**src/rtl/pipeline_hazard_ctrl_pkg.sv**
```systemverilog
// Shared definitions for the hazard interlock: register indices, scoreboard entry layout, NOP word.
package pipeline_hazard_ctrl_pkg;

  localparam int REG_ADDR_W = 5;

  localparam logic [REG_ADDR_W-1:0] PC_IDX = 5'd31;
  localparam logic [REG_ADDR_W-1:0] LR_IDX = 5'd30;
  localparam logic [REG_ADDR_W-1:0] SP_IDX = 5'd29;

  // Scoreboard entry {v1, a1, v2, a2, pcw}, MSB first.
  localparam int SB_PCW_BIT = 0;
  localparam int SB_A2_LSB  = 1;
  localparam int SB_V2_BIT  = SB_A2_LSB + REG_ADDR_W;
  localparam int SB_A1_LSB  = SB_V2_BIT + 1;
  localparam int SB_V1_BIT  = SB_A1_LSB + REG_ADDR_W;
  localparam int SB_ENTRY_W = SB_V1_BIT + 1;

  typedef struct packed {
    logic                  v1;
    logic [REG_ADDR_W-1:0] a1;
    logic                  v2;
    logic [REG_ADDR_W-1:0] a2;
    logic                  pcw;
  } sb_entry_t;

  // Pipeline-interface word loaded on a bubble: all ops 0, pass = 0.
  localparam int              NOP_W    = 16;
  localparam logic [NOP_W-1:0] NOP_WORD = '0;

  function automatic sb_entry_t make_entry(input logic [1:0]            wr,
                                           input logic [REG_ADDR_W-1:0] wa1,
                                           input logic [REG_ADDR_W-1:0] wa2,
                                           input logic [REG_ADDR_W-1:0] pc_addr);
    sb_entry_t e;
    e.v1  = wr[0];
    e.a1  = wa1;
    e.v2  = wr[1];
    e.a2  = wa2;
    e.pcw = (wr[0] && (wa1 == pc_addr)) || (wr[1] && (wa2 == pc_addr));
    return e;
  endfunction

  function automatic logic entry_hit(input sb_entry_t e, input logic [REG_ADDR_W-1:0] ra);
    return (e.v1 && (e.a1 == ra)) || (e.v2 && (e.a2 == ra));
  endfunction

endpackage

```
**src/rtl/pipeline_hazard_ctrl_scoreboard.sv**
```systemverilog
// hazard_scoreboard: free-running shift register of in-flight destinations (EX, MEM, WB)
// plus source-address comparators.
module hazard_scoreboard
  import pipeline_hazard_ctrl_pkg::*;
#(
  parameter int                    DEPTH     = 3,
  parameter int                    WB_BYPASS = 0,
  parameter logic [REG_ADDR_W-1:0] PC_ADDR   = PC_IDX
) (
  input  logic                  clk,
  input  logic                  rst,
  input  logic                  load,
  input  logic [1:0]            dec_write,
  input  logic [REG_ADDR_W-1:0] dec_wa1,
  input  logic [REG_ADDR_W-1:0] dec_wa2,
  input  logic [1:0]            dec_read,
  input  logic [REG_ADDR_W-1:0] dec_ra1,
  input  logic [REG_ADDR_W-1:0] dec_ra2,
  output logic                  raw_0,
  output logic                  raw_1,
  output logic                  pc_pend,
  output logic                  pcw_retire,
  output logic [DEPTH-1:0]      sb_busy
);

  // With a write-through register file the WB slot cannot cause a hazard.
  localparam int CHK_SLOTS = (WB_BYPASS != 0) ? DEPTH - 1 : DEPTH;

  sb_entry_t [DEPTH-1:0] slot_q;

  always_ff @(posedge clk or posedge rst) begin
    if (rst) begin
      slot_q <= '0;
    end else begin
      slot_q[0] <= load ? make_entry(dec_write, dec_wa1, dec_wa2, PC_ADDR) : '0;
      for (int k = 1; k < DEPTH; k++) begin
        slot_q[k] <= slot_q[k-1];
      end
    end
  end

  always_comb begin
    raw_0   = 1'b0;
    raw_1   = 1'b0;
    pc_pend = 1'b0;
    sb_busy = '0;
    for (int k = 0; k < DEPTH; k++) begin
      sb_busy[k] = slot_q[k].v1 | slot_q[k].v2;
      pc_pend    = pc_pend | slot_q[k].pcw;
      if (k < CHK_SLOTS) begin
        raw_0 = raw_0 | (dec_read[0] & entry_hit(slot_q[k], dec_ra1));
        raw_1 = raw_1 | (dec_read[1] & entry_hit(slot_q[k], dec_ra2));
      end
    end
  end

  assign pcw_retire = slot_q[DEPTH-1].pcw;

endmodule

```
**src/rtl/pipeline_hazard_ctrl.sv**
```systemverilog
// Decode-stage interlock: stalls on RAW hazards and pending PC writes, flushes after a PC write retires.
// Optional stall/flush counters under `HAZARD_STALL_CNT_EN.
module pipeline_hazard_ctrl
  import pipeline_hazard_ctrl_pkg::*;
#(
  parameter int                    DEPTH     = 3,
  parameter int                    WB_BYPASS = 0,
  parameter logic [REG_ADDR_W-1:0] PC_ADDR   = PC_IDX
) (
  input  logic                  clk,
  input  logic                  rst,
  input  logic                  dec_valid,
  input  logic [REG_ADDR_W-1:0] dec_ra1,
  input  logic [REG_ADDR_W-1:0] dec_ra2,
  input  logic [1:0]            dec_read,
  input  logic [REG_ADDR_W-1:0] dec_wa1,
  input  logic [REG_ADDR_W-1:0] dec_wa2,
  input  logic [1:0]            dec_write,
  output logic                  stall,
  output logic                  bubble,
  output logic                  flush,
  output logic                  issue,
`ifdef HAZARD_STALL_CNT_EN
  output logic [31:0]           stall_cycles,
  output logic [15:0]           flush_count,
`endif
  output logic [DEPTH-1:0]      sb_busy
);

  logic raw_0;
  logic raw_1;
  logic pc_pend;
  logic pcw_retire;

  hazard_scoreboard #(
    .DEPTH     (DEPTH),
    .WB_BYPASS (WB_BYPASS),
    .PC_ADDR   (PC_ADDR)
  ) u_scoreboard (
    .clk        (clk),
    .rst        (rst),
    .load       (issue),
    .dec_write  (dec_write),
    .dec_wa1    (dec_wa1),
    .dec_wa2    (dec_wa2),
    .dec_read   (dec_read),
    .dec_ra1    (dec_ra1),
    .dec_ra2    (dec_ra2),
    .raw_0      (raw_0),
    .raw_1      (raw_1),
    .pc_pend    (pc_pend),
    .pcw_retire (pcw_retire),
    .sb_busy    (sb_busy)
  );

  assign stall  = (dec_valid & (raw_0 | raw_1)) | pc_pend | flush;
  assign issue  = dec_valid & ~stall;
  assign bubble = ~issue;

  // One-cycle flush after the PC-writing entry drops out of the last slot.
  always_ff @(posedge clk or posedge rst) begin
    if (rst) begin
      flush <= 1'b0;
    end else begin
      flush <= pcw_retire;
    end
  end

`ifdef HAZARD_STALL_CNT_EN
  always_ff @(posedge clk or posedge rst) begin
    if (rst) begin
      stall_cycles <= '0;
      flush_count  <= '0;
    end else begin
      if (stall && (stall_cycles != 32'hFFFF_FFFF)) begin
        stall_cycles <= stall_cycles + 32'd1;
      end
      if (flush && (flush_count != 16'hFFFF)) begin
        flush_count <= flush_count + 16'd1;
      end
    end
  end
`endif

endmodule

```
**config.mk**
```make
export PLATFORM = sky130hd
export DESIGN_NAME = pipeline_hazard_ctrl
export DESIGN_NICKNAME = d
export VERILOG_FILES = /design/src/rtl/pipeline_hazard_ctrl_pkg.sv /design/src/rtl/pipeline_hazard_ctrl_scoreboard.sv /design/src/rtl/pipeline_hazard_ctrl.sv
export SDC_FILE = /design/constraint.sdc
export NUM_CORES = 1
export LEC_CHECK = 0
export CAP_MARGIN = 20
export CORE_AREA = 5 5 75 77
export DETAILED_ROUTE_END_ITERATION = 8
export DIE_AREA = 0 0 80 82
export PLACE_DENSITY = 0.67
export SYNTH_ARGS = -nofsm -noshare
export SYNTH_HDL_FRONTEND = slang
export SYNTH_SLANG_ARGS = --single-unit
```
**constraint.sdc**
```tcl
create_clock -name clk -period 2.4 [get_ports clk]
set_clock_uncertainty 0.2 [all_clocks]
set_input_delay 0.48 -clock clk [delete_from_list [all_inputs] [get_ports clk]]
set_output_delay 0.48 -clock clk [all_outputs]
set_load 0.01 [all_outputs]
```
After elaboration in Yosys (flattened, before gate mapping) --
Index checks and enable logic that the tools add are counted.
Operators by class: eq/ne operators 14, bitwise gates (word level) 22, muxes and demuxes 1, reduce and logical (&&, ||, !) cells 21
Operators with widths (count):
- 5-bit equality test | 12
- 1-bit logical AND | 14
- 13-bit 2-to-1 mux | 1
- 1-bit bitwise OR | 12
- 5-bit equality test (second input constant) | 2
- 1-bit bitwise AND | 8
- 1-bit logical OR | 7
- 1-bit inverter | 2
Storage, ports and cells: flip-flop bits (word level) 40, logic and storage cells 74, input port bits 27

Longest topological paths before layout --
Gate-level depths: netlist of run 1.
word-level depth 13, gate-level depth with buffers 8, gate-level depth less buffers 6

By module --
From an unflattened synthesis of run 1, not the netlist that was laid out.
Second synthesis, totals: cell total of the unflattened synthesis 171, area total of the unflattened synthesis 1975.6 µm²
Modules (own cells, without submodules):
- hazard_scoreboard | sequential area each 975.9 µm², cells each 163, instances 1, area an instance 1916.8 µm²
- pipeline_hazard_ctrl | sequential area each 25.0 µm², cells each 8, instances 1, area an instance 58.8 µm²

Least setup slack after synthesis of run 1 --
No wires, ideal clock.
path kind input port to output port, from in dec_ra2[3], to out issue, stages 8, path slack 0.098 ns, data required time 1.720 ns, data arrival time 1.622 ns, cells stage by stage buf_4 > xor2_1 > nor4_1 > nand3_1 > o2111ai_2 > a21bo_4 > buf_6 > nor2_1
On the way: word-level cells in the longest chain between the ends 12, elaborated cells on any way between the ends 26
RTL lines:
- from (decl) | RTL line pipeline_hazard_ctrl.sv:14 | input logic [REG_ADDR_W-1:0] dec_ra2,
- 5-bit equality test | RTL line pipeline_hazard_ctrl_pkg.sv:44 | return (e.v1 && (e.a1 == ra)) || (e.v2 && (e.a2 == ra));
- 1-bit logical AND | RTL line pipeline_hazard_ctrl_pkg.sv:44
- 1-bit logical OR | RTL line pipeline_hazard_ctrl_pkg.sv:44
- 1-bit bitwise AND | RTL line pipeline_hazard_ctrl_scoreboard.sv:52 | raw_1 = raw_1 | (dec_read[1] & entry_hit(slot_q[k], dec_ra2));
- 1-bit bitwise OR | RTL line pipeline_hazard_ctrl_scoreboard.sv:52
- 1-bit bitwise OR (*) | RTL line pipeline_hazard_ctrl_scoreboard.sv:52
- 1-bit bitwise OR (*) | RTL line pipeline_hazard_ctrl.sv:56 | assign stall = (dec_valid & (raw_0 | raw_1)) | pc_pend | flush;
- 1-bit bitwise AND (*) | RTL line pipeline_hazard_ctrl.sv:56
- 1-bit bitwise OR (*) (2 in series) | RTL line pipeline_hazard_ctrl.sv:56
- 1-bit inverter (*) | RTL line pipeline_hazard_ctrl.sv:57 | assign issue = dec_valid & ~stall;
- 1-bit bitwise AND (*) | RTL line pipeline_hazard_ctrl.sv:57
- to (decl) | RTL line pipeline_hazard_ctrl.sv:22 | output logic issue,
Mark *: on every way between the ends. The rest lies on a longest branch, timed or not.

Worst setup path in the final report of run 1 --
from reg u_scoreboard.slot_q[37] (netlist name), to out bubble
On the way: word-level cells in the longest chain between the ends 12, elaborated cells on any way between the ends 17
RTL lines:
- from (decl) | RTL line pipeline_hazard_ctrl_scoreboard.sv:29 | sb_entry_t [DEPTH-1:0] slot_q;
- from (signal, indexed assignment) | RTL line pipeline_hazard_ctrl_scoreboard.sv:37 | slot_q[k] <= slot_q[k-1];
- 5-bit equality test | RTL line pipeline_hazard_ctrl_pkg.sv:44
- 1-bit logical AND | RTL line pipeline_hazard_ctrl_pkg.sv:44
- 1-bit logical OR | RTL line pipeline_hazard_ctrl_pkg.sv:44
- 1-bit bitwise AND, on equally long branches | RTL line pipeline_hazard_ctrl_scoreboard.sv:51, pipeline_hazard_ctrl_scoreboard.sv:52
- 1-bit bitwise OR, on equally long branches | RTL line pipeline_hazard_ctrl_scoreboard.sv:51, pipeline_hazard_ctrl_scoreboard.sv:52
- 1-bit bitwise OR (*) | RTL line pipeline_hazard_ctrl.sv:56
- 1-bit bitwise AND (*) | RTL line pipeline_hazard_ctrl.sv:56
- 1-bit bitwise OR (*) (2 in series) | RTL line pipeline_hazard_ctrl.sv:56
- 1-bit inverter (*) | RTL line pipeline_hazard_ctrl.sv:57
- 1-bit bitwise AND (*) | RTL line pipeline_hazard_ctrl.sv:57
- 1-bit inverter (*) | RTL line pipeline_hazard_ctrl.sv:58 | assign bubble = ~issue;
- to (decl) | RTL line pipeline_hazard_ctrl.sv:20 | output logic bubble,
Marked as above.

==> results.txt, run 1 <==
post-synthesis sequential area ratio: 0.4756
die area: 0.006560 mm²
# setup viols final: 3
type of the worst setup path: register to primary output
htree depth: 2
Die W: 80 µm
clk_lat worst skew: 0.29 ns
DRC viols: 0
Distinct cells, synth: 24
GRT overflow: 0
endpoints failing hold: 0
vias in the first global route: 1586
Clock Path Buffers: 2
Initial Util: 0.4256
failing checks: setup timing
vias per cell: 4.782
most frequent cells in the layout: dfrtp_1 (40), xor2_1 (36), xnor2_1 (24), buf_4 (24), clkdlybuf4s50_1 (20)
RSZ-0062 raised after global routing: true
Area Overhead vs Synth: 32.28%
synthesized area per cell: 12.24 µm²
number of hold buffers added after CTS: 0
final wirelength: 4.472 mm
peak supply drop: 0.3083 mV
core area: 0.004945 mm²
first-pass GRT wire length: 7.590 mm
total number of vias: 1449
final worst-path cycle share: 1.056
hold crit path type: register to register
Leak Pwr: 1.265 nW
Buffers on Ports: 33
mapped cell area: 0.002105 mm²
Worst Max-Slew Pin Slew: 0.4822 ns
post-route setup slack: -0.1346 ns
Synth Warn #: 0
fmax: 394.5 MHz
Slew HR: 0.6785
critical path peak fanout: 3
Pre-Repair DR Iteration Count: 4
I/O pin total: 34
CP Launch Type: register
CTS Sinks: 40
flops & latches, synth: 40
worst hold slack: 0.2029 ns
critical path arrival: 1.85 ns
Fillers: 464
Tmin final: 2.535 ns
CTS tree: built
crit path capture type: primary output
number of max-cap violations: 0
# rows: 26
number of routed nets with antenna violations: 0
Num CTS Buffers: 5
detailed placement HPWL: 3.402 mm
# nets final: 260
worst endpoint required time: 1.72 ns
ant diodes: 0
die height: 82 µm
pin count of the biggest net entering global routing: 41
status: complete, but fails checks
GRT Total Usage: 0.1531
Pwr per Cell Area: 614.4 mW/mm²
Mapped Nets: 199
Reg clk slew, reported paths: 0.08 ns
DR iter-0 viols: 68
pins over their slew limit: 0
wire per inst: 14.76 µm
Post-Synthesis Cells: 172
initial antenna violation count: 0
gpl congestion: 0.7944
most common cell after layout, fill and taps aside: dfrtp_1
Cell Count Post-Placement: 293
share of cells above drive strength 1: 0.3348
Finished Layout Cells: 303
clock root cell: clkbuf_8
[final timing paths]
kind	slack, ns	end	start	cells past startpoint
setup / recovery	-0.13	bubble	u_scoreboard.slot_q[37]$_DFF_PP0_	7
hold / removal	0.20	flush$_DFF_PP0_	u_scoreboard.pcw_retire$_DFF_PP0_	0
setup reg to reg	0.46	u_scoreboard.slot_q[3]$_DFF_PP0_	u_scoreboard.slot_q[37]$_DFF_PP0_	7
hold reg to reg	0.20	flush$_DFF_PP0_	u_scoreboard.pcw_retire$_DFF_PP0_	0
max in group asynchronous	1.26	u_scoreboard.slot_q[31]$_DFF_PP0_	rst	3
min in group asynchronous	0.39	u_scoreboard.slot_q[9]$_DFF_PP0_	rst	3
[layout make-up]
type	count	area [µm²]	share of cell area
Sequential cell	40	1001	0.3596
Clock inverter	2	60.06	0.02157
Inverter	1	3.754	0.001348
Multi-Input combinational cell	119	1001	0.3596
Tap cell	70	87.58	0.03146
Timing Repair Buffer	66	561.8	0.2018
Clock buffer	5	68.82	0.02472
[cells in the mapped netlist]
library cell | n | area (µm²)
a21bo_4 | 1 | 16.27
a21oi_2 | 1 | 8.760
buf_4 | 2 | 15.01
buf_6 | 9 | 101.4
buf_8 | 1 | 15.01
dfrtp_1 | 40 | 1001
inv_1 | 1 | 3.750
nand2_1 | 7 | 26.28
nand3_1 | 10 | 50.05
nand4_1 | 5 | 31.28
nand4_2 | 1 | 12.51
nor2_1 | 1 | 3.750
nor3_2 | 1 | 10.01
nor3b_1 | 4 | 30.03
nor3b_2 | 8 | 100.1
nor4_1 | 10 | 62.56
o2111ai_2 | 1 | 15.01
o211ai_1 | 2 | 15.01
o21a_4 | 1 | 15.01
o22a_1 | 1 | 8.760
o22ai_2 | 1 | 12.51
or2_2 | 4 | 25.02
xnor2_1 | 24 | 210.2
xor2_1 | 36 | 315.3
[critical path: stages (launching register included)]
cell and delay (ns):
dfrtp_1 0.40, xor2_1 0.20, nor4_2 0.07, nand3_1 0.12, o2111ai_2 0.17, a21bo_4 0.25, or2_4 0.23, buf_6 0.12
[metrics by stage]
stage / total power [mW] / util / setup TNS, ns / instance area (µm²) / setup WS, ns
after global placement: 1.086 / 0.5342 / -5.983 / 2641 / -0.9920
final: 1.711 / 0.5630 / -0.2631 / 2784 / -0.1346
after floorplan: 0.9560 / - / 0 / 2105 / 0.09751
after global routing: 1.791 / 0.5630 / -0.5685 / 2784 / -0.2361
after detailed placement: 1.088 / 0.5342 / -5.887 / 2641 / -1.001
after CTS: 1.718 / 0.5557 / -0.3041 / 2748 / -0.1264
[what timing repair did]
action / in CTS / in global routing
cloned: 0 / 0
setup endpoints to repair: 3 / 3
setup buffers: 2 / 2
pin swaps: 22 / 11
gates resized for setup: 63 / 7
[power by group]
group / total, mW / switching, mW / internal (mW) / leakage, nW
Sequential: 0.762 / 0.0442 / 0.718 / 0.524
Combinational: 0.318 / 0.139 / 0.179 / 0.677
Clock: 0.631 / 0.222 / 0.409 / 0.0642
Total: 1.71 / 0.405 / 1.31 / 1.27
[per-layer routing]
metal  GRT usage  share of wire
met1      0.2015           0.47
met2      0.2483           0.45
met3     0.03618          0.063
met4     0.05068          0.013
met5           0              0
[cell families (layout without fill, tap and decap cells)]
group | after synthesis | in the layout | synth area share
compound gates | 8 | 8 | 0.04340
xor+xnor | 60 | 60 | 0.2497
buf+inv | 13 | 74 | 0.06420
flops | 40 | 40 | 0.4756
simple gates | 51 | 51 | 0.1671
[state kept, by name, indices dropped and copies added, names as in the netlist]
register                 count
u_scoreboard.slot_q         38
u_scoreboard.pcw_retire      1
flush                        1
Note: power is estimated with default switching activity, not from simulation.
==> inputs of run 2 (changes only) <==
Settings changed: CELL_PAD_IN_SITES_DETAIL_PLACEMENT from default to 0, CELL_PAD_IN_SITES_GLOBAL_PLACEMENT from default to 1, CORE_AREA 5 5 75 77 to 5 5 76 78, DIE_AREA 0 0 80 82 to 0 0 81 83, PLACE_DENSITY 0.67 to default, PLACE_DENSITY_LB_ADDON from default to 0.08, SYNTH_HIERARCHICAL from default to 1.
==> results.txt, run 2 <==
Post-Synthesis Cells: 171
Num CTS Buffers: 5
clk_lat worst skew: 0.29 ns
pins over their slew limit: 0
Post-synth EDFFs: 0
Largest Register: u_scoreboard/slot_q
vias in the first global route: 1500
Total Neg Setup Slack: -0.6383 ns
RSZ-0062 raised after global routing: true
main combinational cell family by area after synthesis: XOR/XNOR gates
flops & latches, synth: 40
peak supply drop: 0.2912 mV
# setup viols final: 3
Tmin final: 2.662 ns
Buffers on Ports: 33
Yosys top cell by area: dfrtp_1
type of the worst setup path: input port to primary output
CP Launch Type: input port
post-route setup slack: -0.2620 ns
failing checks: setup timing
DR iter-0 viols: 81
GRT Total Usage: 0.1512
Area Overhead vs Synth: 30.21%
ant diodes: 0
Synth Area in XOR/XNOR: 0.2698
top cell type's share of synthesized area: 0.5066
status: complete, but fails checks
post-synthesis simple-gate area fraction: 0.1552
Pwr per Cell Area: 582.3 mW/mm²
I/O pin total: 34
Mapped Nets: 198
number of max-cap violations: 0
Leak Pwr: 1.233 nW
CTS Sinks: 40
crit path capture type: primary output
most instantiated cells after synthesis: xor2_1 (47), dfrtp_1 (40), and2_1 (13), nand3_1 (13)
CTS tree: built
Reg clk slew, reported paths: 0.07 ns
mapped cell area: 0.001976 mm²
final wirelength: 4.524 mm
# rows: 26
share of cells above drive strength 1: 0.2242
final worst-path cycle share: 1.109
Finished Layout Cells: 293
critical path peak fanout: 6
final core occ: 0.5135
Clock Path Buffers: 2
Pre-Repair DR Iteration Count: 4
Synth Area in Compound Gates: 0.01330
synth top area cells: dfrtp_1 (51%), xor2_1 (21%), xnor2_1 (5.3%)
most common cell after layout, fill and taps aside: xor2_1
dpl cell area: 0.002460 mm²
Initial Util: 0.3944
die height: 83 µm
wire per inst: 15.44 µm
DRC viols: 0
total number of vias: 1341
detailed placement HPWL: 3.422 mm
GRT overflow: 0
Slew HR: 0.6818
Finished Cell Area: 0.002572 mm²
number of routed nets with antenna violations: 0
main flop type after synthesis: dfrtp_1
most frequent cells in the layout: xor2_1 (46), dfrtp_1 (40), clkdlybuf4s50_1 (20)
endpoints failing hold: 0
die area: 0.006723 mm²
pin count of the biggest net entering global routing: 40
post-synthesis mux area share: 0
initial antenna violation count: 0
post-synthesis sequential area ratio: 0.5066
critical path arrival: 1.98 ns
register-to-register setup slack: 0.22 ns
hold crit path type: input port to asynchronous set/reset pin
synthesized area per cell: 11.55 µm²
max reg flops: 38
core area: 0.005010 mm²
Cell Count Post-Placement: 282
Die W: 81 µm
worst endpoint required time: 1.72 ns
Synth async-reset ratio: 1.000
Synth Warn #: 6
clock root cell: clkbuf_8
fmax: 375.7 MHz
Distinct cells, synth: 21
gpl congestion: 0.7783
vias per cell: 4.577
first-pass GRT wire length: 7.590 mm
htree depth: 2
Worst Max-Slew Pin Slew: 0.4773 ns
adder-cell area share of the yosys netlist: 0
# nets final: 249
top-count cell post-synth: xor2_1
==> run 2: power by group <==
part           switching [mW]  internal [mW]  total [mW]
registers              0.0448          0.718       0.763
logic                   0.126          0.156       0.282
clock network           0.219          0.234       0.453
==> run 2: worst paths after layout <==
check                                                 start                           endpoint  cells past startpoint
setup / recovery                                 dec_ra2[1]                              issue                     10
hold / removal                                          rst                    flush$_DFF_PP0_                      2
setup reg to reg           u_scoreboard/slot_q[2]$_DFF_PP0_   u_scoreboard/slot_q[0]$_DFF_PP0_                      9
hold reg to reg            u_scoreboard/slot_q[0]$_DFF_PP0_  u_scoreboard/slot_q[13]$_DFF_PP0_                      0
max in group asynchronous                               rst  u_scoreboard/slot_q[15]$_DFF_PP0_                      3
min in group clk           u_scoreboard/slot_q[0]$_DFF_PP0_  u_scoreboard/slot_q[13]$_DFF_PP0_                      0
==> run 2: final cells by class <==
type | count | area, µm²
Clock buffer | 8 | 90.09
Fill cell | 492 | 2437
Inverter | 2 | 7.507
Multi-Input combinational cell | 118 | 893.4
Sequential cell | 40 | 1001
Tap cell | 70 | 87.58
Timing Repair Buffer | 55 | 493.0
==> run 2: critical path, cell delays in order <==
cell and delay, ns:
buf_2 0.10, buf_6 0.14, xor2_1 0.16, nor4_1 0.33, nand3_1 0.13, nand4_1 0.10, o21a_1 0.19, nor2_2 0.06
and3_4 0.18, buf_6 0.11
==> run 2: cell families (layout without fill, tap and decap cells) <==
kind of cell / after synthesis / after routing
xor+xnor: 60 / 60
compound gates: 4 / 4
flops: 40 / 40
simple gates: 54 / 54
buf+inv: 13 / 65
==> run 2: what timing repair did <==
| item | 4_1_cts | 5_1_grt |
|---|---|---|
| setup endpoints to repair | 16 | 3 |
| gates cloned | 0 | 0 |
| hold buffers | 0 | 0 |
| pin swaps | 26 | 8 |
| resized for setup | 59 | 5 |
| buffers inserted | 2 | 2 |
==> run 2: through the flow <==
step           power (mW)  hold slack (ns)  worst slack (ns)
2_1_floorplan      0.9276         0.008714            0.1353
3_3_place_gp        1.053           0.1569            -1.069
3_5_place_dp        1.055           0.1575           -0.9827
4_1_cts             1.502           0.1507           -0.2172
5_1_grt             1.578           0.1616           -0.3228
6_report            1.498           0.1586           -0.2620
==> run 2: metal layers <==
layer,track usage,vias to the layer above,wire length (µm)
met3,0.04654,5,307
met5,0,-,0
met2,0.2240,47,2150
met4,0.05530,0,65
met1,0.2062,632,2001
li1,-,657,-
